--- src/rtl/sprite_pkg.sv ---
`default_nettype none
//============================================================================
// Package  : sprite_pkg
// Purpose  : Shared types and constants for the multi-sprite compositor:
//            config field encoding, 6-bit rrggbb colour type and default
//            colours.
// Revision : 1.0 - initial release
//============================================================================
package sprite_pkg;

   // Config field selector carried on the write bus
   typedef enum logic [1:0] {
      FIELD_X    = 2'd0,
      FIELD_Y    = 2'd1,
      FIELD_ATTR = 2'd2,
      FIELD_ROW  = 2'd3
   } wr_field_e;

   typedef logic [5:0] rgb_t;

   localparam rgb_t c_RGB_BLACK = 6'b000000;
   localparam rgb_t c_RGB_WHITE = 6'b111111;

   // Sprite positions live in an 8-bit big-pixel coordinate space
   localparam int c_COORD_W = 8;

endpackage : sprite_pkg
`default_nettype wire

--- src/rtl/multi_sprite_compositor_if.sv ---
`default_nettype none
//============================================================================
// Interface: multi_sprite_compositor_if
// Purpose  : Single-cycle sprite configuration write bus.
// Signals  : wr_en     - write strobe, one cycle per write
//            wr_sprite - target sprite index
//            wr_field  - X / Y / {enable,colour} / bitmap row
//            wr_row    - bitmap row index (FIELD_ROW only)
//            wr_data   - write data, LSB-aligned
// Modports : master (configuration source), slave (compositor)
// Revision : 1.0 - initial release
//============================================================================
interface multi_sprite_compositor_if;
   import sprite_pkg::*;

   logic        wr_en;
   logic [2:0]  wr_sprite;
   wr_field_e   wr_field;
   logic [3:0]  wr_row;
   logic [15:0] wr_data;

   modport master (output wr_en, wr_sprite, wr_field, wr_row, wr_data);
   modport slave  (input  wr_en, wr_sprite, wr_field, wr_row, wr_data);

endinterface : multi_sprite_compositor_if
`default_nettype wire

--- src/rtl/sprite_unit.sv ---
`default_nettype none
//============================================================================
// Module   : sprite_unit
// Purpose  : One 1-bit sprite. Holds staging and active position/attribute
//            registers plus the bitmap, and produces a combinational hit for
//            the current downscaled coordinate.
// Ports    : clk_i, rst_ni     - clock, async active-low reset
//            next_frame_i      - frame-start pulse, staging -> active
//            wr_en_i           - write strobe already qualified for this unit
//            wr_field_i        - field selector
//            wr_row_i          - bitmap row index
//            wr_data_i         - write data
//            cs_h_i, cs_v_i    - signed downscaled coordinates
//            hit_o             - opaque sprite pixel at (cs_h_i, cs_v_i)
//            color_o           - active sprite colour
// Revision : 1.0 - initial release
//============================================================================
module sprite_unit
   import sprite_pkg::*;
#(
   parameter int SPRITE_WIDTH  = 12,
   parameter int SPRITE_HEIGHT = 12,
   parameter int CNT_W         = 11
) (
   input  logic             clk_i,
   input  logic             rst_ni,
   input  logic             next_frame_i,
   input  logic             wr_en_i,
   input  wr_field_e        wr_field_i,
   input  logic [3:0]       wr_row_i,
   input  logic [15:0]      wr_data_i,
   input  logic [CNT_W-1:0] cs_h_i,
   input  logic [CNT_W-1:0] cs_v_i,
   output logic             hit_o,
   output rgb_t             color_o
);

   localparam int c_COL_W = (SPRITE_WIDTH  > 1) ? $clog2(SPRITE_WIDTH)  : 1;
   localparam int c_ROW_W = (SPRITE_HEIGHT > 1) ? $clog2(SPRITE_HEIGHT) : 1;

   localparam logic [CNT_W:0] c_WIDTH  = (CNT_W+1)'(SPRITE_WIDTH);
   localparam logic [CNT_W:0] c_HEIGHT = (CNT_W+1)'(SPRITE_HEIGHT);
   localparam logic [4:0]     c_ROWS   = 5'(SPRITE_HEIGHT);

   logic [c_COORD_W-1:0]    r_stg_x, r_stg_y, r_act_x, r_act_y;
   logic                    r_stg_en, r_act_en;
   rgb_t                    r_stg_col, r_act_col;
   logic [SPRITE_WIDTH-1:0] r_bitmap [SPRITE_HEIGHT];

   logic [CNT_W:0]          w_dx, w_dy;
   logic [SPRITE_WIDTH-1:0] w_row;
   logic                    w_in_box;
   logic                    w_row_ok;
   logic                    w_unused_data;

   assign w_row_ok      = ({1'b0, wr_row_i} < c_ROWS);
   assign w_unused_data = ^wr_data_i;

   // Staging takes writes; active copies staging at frame start. A write in
   // the frame-start cycle updates staging only, so active sees it one frame
   // later.
   always_ff @(posedge clk_i or negedge rst_ni) begin
      if (!rst_ni) begin
         r_stg_x   <= '0;
         r_stg_y   <= '0;
         r_stg_en  <= 1'b0;
         r_stg_col <= c_RGB_BLACK;
         r_act_x   <= '0;
         r_act_y   <= '0;
         r_act_en  <= 1'b0;
         r_act_col <= c_RGB_BLACK;
      end else begin
         if (wr_en_i) begin
            case (wr_field_i)
               FIELD_X:    r_stg_x <= wr_data_i[c_COORD_W-1:0];
               FIELD_Y:    r_stg_y <= wr_data_i[c_COORD_W-1:0];
               FIELD_ATTR: begin
                  r_stg_en  <= wr_data_i[6];
                  r_stg_col <= wr_data_i[5:0];
               end
               default: ;
            endcase
         end
         if (next_frame_i) begin
            r_act_x   <= r_stg_x;
            r_act_y   <= r_stg_y;
            r_act_en  <= r_stg_en;
            r_act_col <= r_stg_col;
         end
      end
   end

   // Bitmap rows are written straight into the live bitmap
   always_ff @(posedge clk_i or negedge rst_ni) begin
      if (!rst_ni) begin
         for (int r = 0; r < SPRITE_HEIGHT; r++) begin
            r_bitmap[r] <= '0;
         end
      end else if (wr_en_i && (wr_field_i == FIELD_ROW) && w_row_ok) begin
         r_bitmap[wr_row_i[c_ROW_W-1:0]] <= wr_data_i[SPRITE_WIDTH-1:0];
      end
   end

   // Offsets at CNT_W+1 bits: a negative offset becomes a large unsigned
   // value and fails the range check, so sprites clip instead of wrapping.
   assign w_dx = {cs_h_i[CNT_W-1], cs_h_i} - {{(CNT_W+1-c_COORD_W){1'b0}}, r_act_x};
   assign w_dy = {cs_v_i[CNT_W-1], cs_v_i} - {{(CNT_W+1-c_COORD_W){1'b0}}, r_act_y};

   assign w_in_box = r_act_en && !cs_h_i[CNT_W-1] && !cs_v_i[CNT_W-1] &&
                     (w_dx < c_WIDTH) && (w_dy < c_HEIGHT);

   assign w_row   = r_bitmap[w_dy[c_ROW_W-1:0]];
   assign hit_o   = w_in_box && w_row[w_dx[c_COL_W-1:0]];
   assign color_o = r_act_col;

endmodule : sprite_unit
`default_nettype wire

--- src/rtl/multi_sprite_compositor.sv ---
`default_nettype none
//============================================================================
// Module   : multi_sprite_compositor
// Purpose  : Composites NUM_SPRITES 1-bit sprites over the background in a
//            downscaled coordinate space, with fixed priority (index 0
//            highest), frame-synchronous position update and per-frame
//            sprite-sprite collision reporting.
// Ports    : clk_i, rst_ni   - pixel clock, async active-low reset
//            counter_h_i/v_i - signed timing counters
//            blank_i         - hblank | vblank
//            next_frame_i    - frame-start pulse
//            bg_color_i      - background rrggbb
//            cfg             - configuration write bus (slave)
//            rrggbb_o        - registered composited colour (1 cycle)
//            collision_o     - sprites that collided in the previous frame
// Revision : 1.0 - initial release
//============================================================================
module multi_sprite_compositor
   import sprite_pkg::*;
#(
   parameter int NUM_SPRITES   = 4,
   parameter int SPRITE_WIDTH  = 12,
   parameter int SPRITE_HEIGHT = 12,
   parameter int SCALE_LOG2    = 3,
   parameter int CNT_W         = 11
) (
   input  logic                    clk_i,
   input  logic                    rst_ni,
   input  logic signed [CNT_W-1:0] counter_h_i,
   input  logic signed [CNT_W-1:0] counter_v_i,
   input  logic                    blank_i,
   input  logic                    next_frame_i,
   input  rgb_t                    bg_color_i,
   multi_sprite_compositor_if.slave cfg,
   output rgb_t                    rrggbb_o,
   output logic [NUM_SPRITES-1:0]  collision_o
);

   logic signed [CNT_W-1:0] w_cs_h, w_cs_v;
   logic [NUM_SPRITES-1:0]  w_hit;
   rgb_t                    w_color [NUM_SPRITES];
   rgb_t                    w_pix;
   logic                    w_multi;
   logic [NUM_SPRITES-1:0]  w_coll_in;

   rgb_t                    r_rrggbb;
   logic [NUM_SPRITES-1:0]  r_coll_acc;
   logic [NUM_SPRITES-1:0]  r_collision;

   // Arithmetic shift keeps porch/sync regions negative
   assign w_cs_h = counter_h_i >>> SCALE_LOG2;
   assign w_cs_v = counter_v_i >>> SCALE_LOG2;

   for (genvar gi = 0; gi < NUM_SPRITES; gi++) begin : g_sprite
      logic w_sel;
      // Indices with no matching unit simply select nothing
      assign w_sel = cfg.wr_en && (cfg.wr_sprite == 3'(gi));

      sprite_unit #(
         .SPRITE_WIDTH  (SPRITE_WIDTH),
         .SPRITE_HEIGHT (SPRITE_HEIGHT),
         .CNT_W         (CNT_W)
      ) u_sprite (
         .clk_i        (clk_i),
         .rst_ni       (rst_ni),
         .next_frame_i (next_frame_i),
         .wr_en_i      (w_sel),
         .wr_field_i   (cfg.wr_field),
         .wr_row_i     (cfg.wr_row),
         .wr_data_i    (cfg.wr_data),
         .cs_h_i       (w_cs_h),
         .cs_v_i       (w_cs_v),
         .hit_o        (w_hit[gi]),
         .color_o      (w_color[gi])
      );
   end

   // Scan from lowest priority upward so the lowest hitting index wins
   always_comb begin
      w_pix = bg_color_i;
      for (int i = NUM_SPRITES - 1; i >= 0; i--) begin
         if (w_hit[i]) begin
            w_pix = w_color[i];
         end
      end
      if (blank_i) begin
         w_pix = c_RGB_BLACK;
      end
   end

   // Clearing the lowest set bit leaves something only if two or more hit
   assign w_multi   = |(w_hit & (w_hit - NUM_SPRITES'(1)));
   assign w_coll_in = (!blank_i && w_multi) ? w_hit : '0;

   always_ff @(posedge clk_i or negedge rst_ni) begin
      if (!rst_ni) begin
         r_rrggbb    <= c_RGB_BLACK;
         r_coll_acc  <= '0;
         r_collision <= '0;
      end else begin
         r_rrggbb <= w_pix;
         if (next_frame_i) begin
            r_collision <= r_coll_acc;
            // A collision in the frame-start cycle belongs to the new frame
            r_coll_acc  <= w_coll_in;
         end else begin
            r_coll_acc  <= r_coll_acc | w_coll_in;
         end
      end
   end

   assign rrggbb_o    = r_rrggbb;
   assign collision_o = r_collision;

endmodule : multi_sprite_compositor
`default_nettype wire
--- src/flat_wrapper.sv ---
// flat-port wrapper written by rule: the top's interface ports become plain ports
module multi_sprite_compositor_flat import sprite_pkg::*;
#(
   parameter int NUM_SPRITES   = 4,
   parameter int SPRITE_WIDTH  = 12,
   parameter int SPRITE_HEIGHT = 12,
   parameter int SCALE_LOG2    = 3,
   parameter int CNT_W         = 11
)
  (clk_i, rst_ni, counter_h_i, counter_v_i, blank_i, next_frame_i, bg_color_i, rrggbb_o, collision_o, cfg_wr_en, cfg_wr_sprite, cfg_wr_field, cfg_wr_row, cfg_wr_data);
  multi_sprite_compositor_if cfg_i ();
  input  logic clk_i;
  input  logic rst_ni;
  input  logic signed [CNT_W-1:0] counter_h_i;
  input  logic signed [CNT_W-1:0] counter_v_i;
  input  logic blank_i;
  input  logic next_frame_i;
  input  rgb_t bg_color_i;
  output rgb_t rrggbb_o;
  output logic [NUM_SPRITES-1:0] collision_o;
  input wire logic [$bits(cfg_i.wr_en)-1:0] cfg_wr_en;
  input wire logic [$bits(cfg_i.wr_sprite)-1:0] cfg_wr_sprite;
  input wire logic [$bits(cfg_i.wr_field)-1:0] cfg_wr_field;
  input wire logic [$bits(cfg_i.wr_row)-1:0] cfg_wr_row;
  input wire logic [$bits(cfg_i.wr_data)-1:0] cfg_wr_data;
  assign cfg_i.wr_en = cfg_wr_en;
  assign cfg_i.wr_sprite = cfg_wr_sprite;
  assign cfg_i.wr_field = cfg_wr_field;
  assign cfg_i.wr_row = cfg_wr_row;
  assign cfg_i.wr_data = cfg_wr_data;
  multi_sprite_compositor #(.NUM_SPRITES(NUM_SPRITES), .SPRITE_WIDTH(SPRITE_WIDTH), .SPRITE_HEIGHT(SPRITE_HEIGHT), .SCALE_LOG2(SCALE_LOG2), .CNT_W(CNT_W)) u_core (.clk_i(clk_i), .rst_ni(rst_ni), .counter_h_i(counter_h_i), .counter_v_i(counter_v_i), .blank_i(blank_i), .next_frame_i(next_frame_i), .bg_color_i(bg_color_i), .cfg(cfg_i), .rrggbb_o(rrggbb_o), .collision_o(collision_o));
endmodule
--- config.mk ---
export PLATFORM = sky130hd
export DESIGN_NAME = multi_sprite_compositor_flat
export DESIGN_NICKNAME = d
export VERILOG_FILES = /design/src/rtl/sprite_pkg.sv /design/src/rtl/multi_sprite_compositor_if.sv /design/src/rtl/sprite_unit.sv /design/src/rtl/multi_sprite_compositor.sv /design/src/flat_wrapper.sv
export SDC_FILE = /design/constraint.sdc
export NUM_CORES = 1
export LEC_CHECK = 0
export BUFFER_PORTS_ARGS = -buffer_cell sky130_fd_sc_hd__buf_2
export CORE_ASPECT_RATIO = 1.2
export CORE_MARGIN = 5
export CORE_UTILIZATION = 50
export DETAILED_ROUTE_END_ITERATION = 12
export MAX_ROUTING_LAYER = met4
export PLACE_DENSITY_LB_ADDON = 0.2
export SLEW_MARGIN = 20
export SYNTH_ARGS = -nofsm -noshare
export SYNTH_HDL_FRONTEND = slang
export SYNTH_SLANG_ARGS = --single-unit
export TNS_END_PERCENT = 1
--- constraint.sdc ---
create_clock -name clk_i -period 10.7 [get_ports clk_i]
set_clock_uncertainty 0.1 [all_clocks]
set_input_delay 1.07 -clock clk_i [delete_from_list [all_inputs] [get_ports clk_i]]
set_output_delay 1.07 -clock clk_i [all_outputs]
set_load 0.05 [all_outputs]
==> results by group, run 1 <==
Run status
  • Status: complete, no violations

Drt
  • WL per Instance: 24.0 um
  • DR vias: 22800
  • Vias per cell: 5.97
  • Antenna viol nets, final: 0
  • Detailed-route wire length: 91400 um
  • DRT Pass-1 Iters: 5
  • DRT iter0 DRCs: 1600
  • DR DRC count: 0

Power and ir drop
  • Sequential share of power: 43.4%
  • P_sw: 2.07 mW
  • Combinational power share: 19.2%
  • Clock power frac: 37.5%
  • Maximum vdd drop: 0.0876 mV
  • Pwr per Cell Area: 179 mW/mm^2
  • Sw Ratio: 28.0%
  • Pint: 5.31 mW
  • Leakage Power: 19.6 nW

Synth
  • Register bit total from synthesis: 774
  • Mapped Area: 0.0374 mm^2
  • Top cell type's share of synthesized area: 51.8%
  • Sequential area share after synthesis: 51.8%
  • Number of synthesized flops with an enable pin: 0
  • Most used DFF post-synth: dfrtp_1
  • Main area contributors after synthesis: dfrtp_1, mux2_2, mux4_2, ha_1, nand2_1
  • Asr flop ratio synth: 100%
  • Syn Inst Count: 2767
  • Yosys warns: 0
  • Distinct cell type count after synthesis: 77
  • Syn_area_per_cell: 13.5 um^2
  • Synth area leader: dfrtp_1
  • Synth Net Count: 2905

Clock tree
  • CTS tree: built
  • Max Root-Sink Buffers: 3
  • Cts hold-fix bufs: 0
  • Root buf cell: clkbuf_16
  • Later-pin clock latency in the skew report: 0.63 ns
  • CTS resizes: 0
  • CTS Buf Count: 77
  • # Post-CTS Setup Buffers: 0
  • CTS sink cnt: 774
  • H-tree depth: 3
  • CTS clock-pin slew for the worst setup and hold paths: 0.06 ns

Setup path
  • Critical Path RT: 11.10 ns
  • CP Class: input pin to register
  • Worst-path fanout max: 27
  • R2r startpoint: u_core.g_sprite[2].u_sprite.r_act_y[0]$_DFFE_PN0P_
  • CP startpoint: counter_v_i[3]
  • WP data arrival: 5.77 ns
  • Crit end category: register
  • Crit path launch type: input pin

Floorplanning
  • Die W: 260 um
  • Die height: 310 um
  • Core region area: 0.0746 mm^2
  • # IOs: 68
  • Die ar.: 0.0804 mm^2
  • Initial Util: 50.2%
  • Placement row count: 110

Global route
  • Initial antenna violation count: 7
  • First-pass GRT wire length: 145000 um
  • Maximum number of pins on one net before global-route repair: 203
  • Aggregate global-route resource usage: 23.8%
  • Overflow after GRT: 0
  • Via count of the first global-routing pass: 24400

Finish
  • Final cell count without fillers: 3810
  • Share of cells above drive strength 1: 39.9%
  • Area Overhead vs Synth: 10.0%
  • Nets: 2878

Timing
  • Worst Hold Slack: 0.377 ns
  • Shortest period the worst path allows: 5.37 ns
  • Final hold vios: 0
  • Fin Setup TNS: 0 ns
  • Final worst slack: 5.33 ns
  • Worst-Margin Slew: 1.11 ns
  • Max Slew Vio Count: 0
  • Endpoints failing setup: 0
  • Max Fclk: 186 MHz
  • Period utilisation layout: 50.2%
  • Slew headroom: 26.2%
  • Setup repair after global routing missed its margin: no

Placed design
  • Hpwl dp: 57000 um
  • Worst slack, placed: 4.73 ns
  • Port Buffers: 57
  • Placed insts: 3668
  • GPL Wtd Cong: 0.873

Worst hold path
  • Tightest Hold Check Type: register to register
  • Hold path start: u_core.g_sprite[1].u_sprite.r_stg_x[3]$_DFFE_PN0P_

Flow run
  • Max-Cap Viols: 0
==> power by group through the flow <==
stage / registers (mW) / logic, mW / clock network [mW]
2_1_floorplan: 3.22 / 1.03 / 0
3_3_place_gp: 3.24 / 1.38 / 0
3_5_place_dp: 3.25 / 1.41 / 0
4_1_cts: 3.20 / 1.42 / 2.83
5_1_grt: 3.21 / 1.56 / 2.93
6_report: 3.20 / 1.41 / 2.76
==> metal layers <==
metal | wire (um) | track usage, % | vias to the layer above
met4 | 2650 | 7.08 | 0
met1 | 40300 | 32.0 | 12100
met3 | 4230 | 3.35 | 161
met2 | 44300 | 38.3 | 503
met5 | 0 | - | -
li1 | - | - | 9990
==> sequential cells by signal, summed over array words and instances, names as in the netlist, 6 cells and up <==
name and cells:
u_core.g_sprite.u_sprite.r_act_x 32, u_core.g_sprite.u_sprite.color_o 24, u_core.g_sprite.u_sprite.r_stg_y 32, u_core.g_sprite.u_sprite.r_bitmap 576, u_core.g_sprite.u_sprite.r_stg_col 24, u_core.rrggbb_o 6
u_core.g_sprite.u_sprite.r_stg_x 32, u_core.g_sprite.u_sprite.r_act_y 32
==> synth_stat cells, types with 15 or more instances <==
master    number
dfrtp_1      774
o211ai_1      18
mux2i_1       46
mux2_2       713
o21ai_0       96
xnor2_1       19
nand2_1      185
a21oi_1       51
nor3_1        27
nand3_1       15
inv_1         93
clkbuf_1     156
mux4_2       146
buf_2         28
nor2_1        65
ha_1          72
xor2_1        15
==> final cells by class <==
class / count / area [um^2]
fill: 6117 / 33400
sequential: 774 / 19400
multi-input combinational: 1696 / 16900
clock buffer: 114 / 2330
tap: 1008 / 1260
timing repair buffer: 98 / 658
inverter: 93 / 349
clock inverter: 22 / 250
antenna: 5 / 12.5
==> logic make-up after synthesis <==
kind of cell             after synthesis  synth area share [%]
AO/OA/AOI/OAI                        278                  4.85
XOR/XNOR                              36                 0.883
adder cells (fa/ha/maj)               80                  2.84
buffers and inverters                297                  3.17
flip-flops                           774                  51.8
multiplexers                         905                  31.5
AND/OR/NAND/NOR                      397                  5.02
==> metrics by stage <==
step                utilization, %  cell area [um^2]  power (mW)
floorplan                        -             37400        4.25
global placement              51.6             38500        4.62
detailed placement            51.7             38500        4.66
CTS                           55.1             41100        7.45
global route                  55.2             41200        7.70
finish                        55.2             41200        7.37
==> worst max-delay path, stage by stage <==
cell	delay, ns
buf_2	0.10
inv_1	0.42
ha_2	0.30
inv_1	0.05
fa_1	0.48
buf_4	0.43
mux4_2	0.57
mux2i_1	0.30
a21oi_1	0.09
or3b_2	0.47
a311oi_1	0.51
nor4_1	0.24
a211oi_2	0.46
a21oi_1	0.13
o21a_1	0.13
==> worst paths after layout <==
check                                                                   endpoint  slack, ns  cells after the start
min                           u_core.g_sprite[1].u_sprite.r_act_x[3]$_DFFE_PN0P_       0.38                      2
min reg2reg                   u_core.g_sprite[1].u_sprite.r_act_x[3]$_DFFE_PN0P_       0.38                      2
max                                                 u_core.rrggbb_o[4]$_DFF_PN0_       5.33                     15
max in group asynchronous   u_core.g_sprite[0].u_sprite.r_bitmap[83]$_DFFE_PN0P_       7.71                      4
min in group asynchronous  u_core.g_sprite[2].u_sprite.r_bitmap[134]$_DFFE_PN0P_       0.43                      1
max reg2reg                                         u_core.rrggbb_o[4]$_DFF_PN0_       6.08                     13
==> placed cells by master (no fill, tap or decap), drive strengths merged, types with 65 or more instances in the layout <==
cell type    n
dfrtp      774
mux2       713
nand2      186
mux4       146
clkbuf     114
o21ai      103
buf         98
inv         93
ha          72
nor2        65
Power figures use the tool's default switching activity.
==> run 2, diff against run 1 <==
Settings changed: ABC_AREA from default to 1.
Clock period 10.7 ns to 5.1 ns, I/O delays scaled along.
==> results by group, run 2 <==
Run status
  • Status: complete, no violations

Timing
  • Slew headroom: 17.0% (-9.1 points)
  • Worst-Margin Slew: 1.24 ns (+0.132 ns)
  • Shortest period the worst path allows: 3.70 ns
  • Setup repair after global routing missed its margin: no
  • Max Slew Vio Count: 0 (unchanged)
  • Fin Setup TNS: 0 ns (unchanged)
  • Period utilisation layout: 72.5%
  • Endpoints failing setup: 0 (unchanged)
  • Max Fclk: 271 MHz
  • Final hold vios: 0 (unchanged)

Synth
  • Number of synthesized flops with an enable pin: 0 (unchanged)
  • Commonest cells in the netlist: nand2_1, o21ai_0, dfrtp_1, nand3_1, clkbuf_1
  • Register bit total from synthesis: 774 (unchanged)
  • Top cell type's share of synthesized area: 51.5% (-0.24 points)
  • Most used DFF post-synth: dfrtp_1
  • Syn Inst Count: 4805 (+74%)
  • Asr flop ratio synth: 100% (unchanged)
  • Main area contributors after synthesis: dfrtp_1, nand2_1, o21ai_0, nand3_1, ha_1
  • Most frequent cell after synthesis: nand2_1
  • Synth Net Count: 4943 (+70%)
  • Sequential area share after synthesis: 51.5% (-0.24 points)
  • Syn_area_per_cell: 7.82 um^2 (-42%)
  • Mapped Area: 0.0376 mm^2 (+0.47%)
  • Distinct cell type count after synthesis: 52 (-32%)
  • Yosys warns: 0 (unchanged)
  • Synth area leader: dfrtp_1

Finish
  • Leading cell type in the layout, fill and taps excluded: nand2_1
  • Most flops, register: u_core.g_sprite.u_sprite.r_bitmap
  • Most frequent cells in the layout: nand2_1, o21ai_0, dfrtp_1
  • Number of flip-flops in the largest register: 576 (unchanged)
  • Reg area: 0.0194 mm^2 (unchanged)
  • Layout fillers: 7130 (+17%)
  • Util after Layout: 54.9% (-0.31 points)
  • Area Overhead vs Synth: 9.31%
  • Fin area: 0.0411 mm^2 (-0.19%)
  • Footprint of the multi-input gates: 0.0161 mm^2 (-4.8%)
  • Share of cells above drive strength 1: 6.44% (-33 points)
  • Final cell count without fillers: 5780 (+52%)
  • Nets: 4852 (+69%)

Power and ir drop
  • Pwr per Cell Area: 401 mW/mm^2 (+120%)
  • Maximum vdd drop: 0.206 mV (+140%)
  • Overall Power: 16.5 mW (+120%)
  • Leakage Power: 19.4 nW (-0.58%)

Setup path
  • Reg2Reg Setup Slack: 1.47 ns (-4.61 ns)
  • Worst path top cell family by delay: buffers and inverters
  • Slowest-stage cell, CP: xor2_2
  • Worst stage delay on the critical path: 0.62 ns (+0.05 ns)
  • Crit path launch type: input pin
  • R2r startpoint: u_core.g_sprite[1].u_sprite.r_act_y[0]$_DFFE_PN0P_
  • Buf/Inv on CP: 5 (+1)
  • Crit end category: register
  • Reg2reg path depth: 16 (+3)
  • Crit path cell chain: buf_2, inv_1, ha_2, inv_1, fa_1, xor2_2, inv_2, nand2_1, nand2_1, nand2_1, nand3_1, nand3_1, nand3_1, a21oi_1, nand3_1, inv_1, a21oi_1, a21oi_1
  • Reg-to-Reg End: u_core.rrggbb_o[3]$_DFF_PN0_
  • Worst-path fanout max: 21 (-22%)
  • CP Class: input pin to register
  • Top cell by count, worst path: nand3_1
  • WP data arrival: 4.15 ns (-1.62 ns)
  • Critical Path RT: 5.55 ns (-5.55 ns)

Floorplanning
  • Initial Util: 50.2% (+0.053 points)
  • Die W: 260 um (+0.23%)
  • Placement row count: 110 (unchanged)
  • Core region area: 0.0749 mm^2 (+0.37%)
  • # IOs: 68 (unchanged)
  • Die height: 310 um (+0.23%)
  • Die ar.: 0.0808 mm^2 (+0.46%)

Clock tree
  • H-tree depth: 3 (unchanged)
  • Max Root-Sink Buffers: 3 (unchanged)
  • CTS resizes: 0 (unchanged)
  • Cts hold-fix bufs: 1 (+1)
  • CTS Buf Count: 79 (+2.6%)
  • CTS tree: built
  • CTS clock-pin slew for the worst setup and hold paths: 0.06 ns (about the same)
  • Later-pin clock latency in the skew report: 0.64 ns (about the same)
  • # Post-CTS Setup Buffers: 0 (unchanged)
  • Root buf cell: clkbuf_16
  • CTS sink cnt: 774 (unchanged)

Worst hold path
  • Tightest Hold Check Type: input pin to register
  • Hold path start: bg_color_i[0]
  • Hold endpoint: u_core.rrggbb_o[0]$_DFF_PN0_
  • Cells on Worst Hold Path: 5 (+3)

Drt
  • DRT Pass-1 Iters: 6 (+1)
  • Antenna viol nets, final: 0 (unchanged)
  • Detailed-route wire length: 103000 um (+13%)
  • Vias per cell: 5.41 (-9.5%)
  • DR DRC count: 0 (unchanged)
  • WL per Instance: 17.9 um (-26%)
  • DR vias: 31200 (+37%)
  • DRT iter0 DRCs: 3313 (+110%)

Global route
  • Aggregate global-route resource usage: 26.4% (+2.6 points)
  • First-pass GRT wire length: 165000 um (+14%)
  • Via count of the first global-routing pass: 29300 (+20%)
  • Initial antenna violation count: 4 (-3)
  • Overflow after GRT: 0 (unchanged)
  • Maximum number of pins on one net before global-route repair: 116 (-43%)

Placed design
  • Port Buffers: 57 (unchanged)
  • Placed insts: 5640 (+54%)
  • GPL Wtd Cong: 0.880 (+0.77%)
  • Cell area after placement: 0.0385 mm^2 (about the same)
  • Hpwl dp: 62800 um (+10%)

Flow run
  • Max-Cap Viols: 0 (unchanged)
[run 2: cell types whose count changed in the layout (fill, tap and decap cells not counted), moves of 14 or more]
cell,previous run,this run
nand3_1,15,423
nor2b_1,14,0
nor2_1,63,210
inv_2,0,20
mux4_2,146,0
mux2i_1,46,0
buf_4,37,75
o21ai_0,96,831
mux2_2,713,0
a21oi_1,51,66
inv_1,93,183
xnor2_1,19,5
nand2_1,185,1770
[run 2: layout make-up]
cell class	instances	share of cell area [%]
Antenna cell	2	0.0122
Sequential cell	774	47.1
Inverter	212	1.94
Tap cell	1008	3.07
Multi-Input combinational cell	3509	39.3
Timing Repair Buffer	138	2.39
Clock buffer	118	5.61
Clock inverter	19	0.572
[run 2: how the worst max path moves through the flow]
stage / cells past startpoint / slack (ns) / from / to
after floorplan: 19 / 2.10 / counter_v_i[3] / u_core.rrggbb_o[0]$_DFF_PN0_
after global placement: 20 / 0.82 / counter_v_i[3] / u_core.rrggbb_o[5]$_DFF_PN0_
after detailed placement: 18 / 0.81 / counter_v_i[3] / u_core.rrggbb_o[3]$_DFF_PN0_
after CTS: 18 / 1.47 / counter_v_i[3] / u_core.rrggbb_o[3]$_DFF_PN0_
after global routing: 16 / 1.20 / u_core.g_sprite[1].u_sprite.r_act_y[0]$_DFFE_PN0P_ / u_core.rrggbb_o[2]$_DFF_PN0_
final: 18 / 1.40 / counter_v_i[3] / u_core.rrggbb_o[3]$_DFF_PN0_
[run 2: through the flow]
stage / hold WS (ns) / worst slack, ns
2_1_floorplan: 0.114 / 2.10
3_3_place_gp: 0.350 / 0.824
3_5_place_dp: 0.353 / 0.814
4_1_cts: 0.136 / 1.47
5_1_grt: 0.177 / 1.20
6_report: 0.176 / 1.40
[run 2: power by group]
part           internal, mW  switching (mW)  total (mW)  leakage [nW]
Clock                  3.37            2.42        5.79          1.25
Sequential             6.51           0.169        6.68          10.6
Combinational          1.21            2.79        4.00          7.59
[run 2: kinds of logic after synthesis]
family / count (synthesis) / synth area share, %
buf+inv: 522 / 5.62
fa+ha+maj: 80 / 2.82
compound gates: 937 / 12.7
simple gates: 2473 / 26.8
flops: 774 / 51.5
xor+xnor: 19 / 0.522
[run 2: per-layer routing]
layer / GRT usage [%] / vias to the layer above / wire (um)
met3: 3.55 / 149 / 6170
met2: 41.8 / 776 / 48100
met1: 36.5 / 14900 / 46700
met5: - / - / 0
li1: - / 15400 / -
met4: 6.93 / 0 / 2430
[run 2: worst reg2reg max path, cell delays in order, from the launching register on]
cell	delay, ns
dfrtp_1	0.36
ha_2	0.16
inv_1	0.07
fa_1	0.44
xor2_2	0.62
inv_2	0.36
nand2_1	0.15
nand2_1	0.10
nand2_1	0.07
nand3_1	0.10
nand3_1	0.12
nand3_1	0.09
a21oi_1	0.13
nand3_1	0.18
inv_1	0.21
a21oi_1	0.11
a21oi_1	0.18
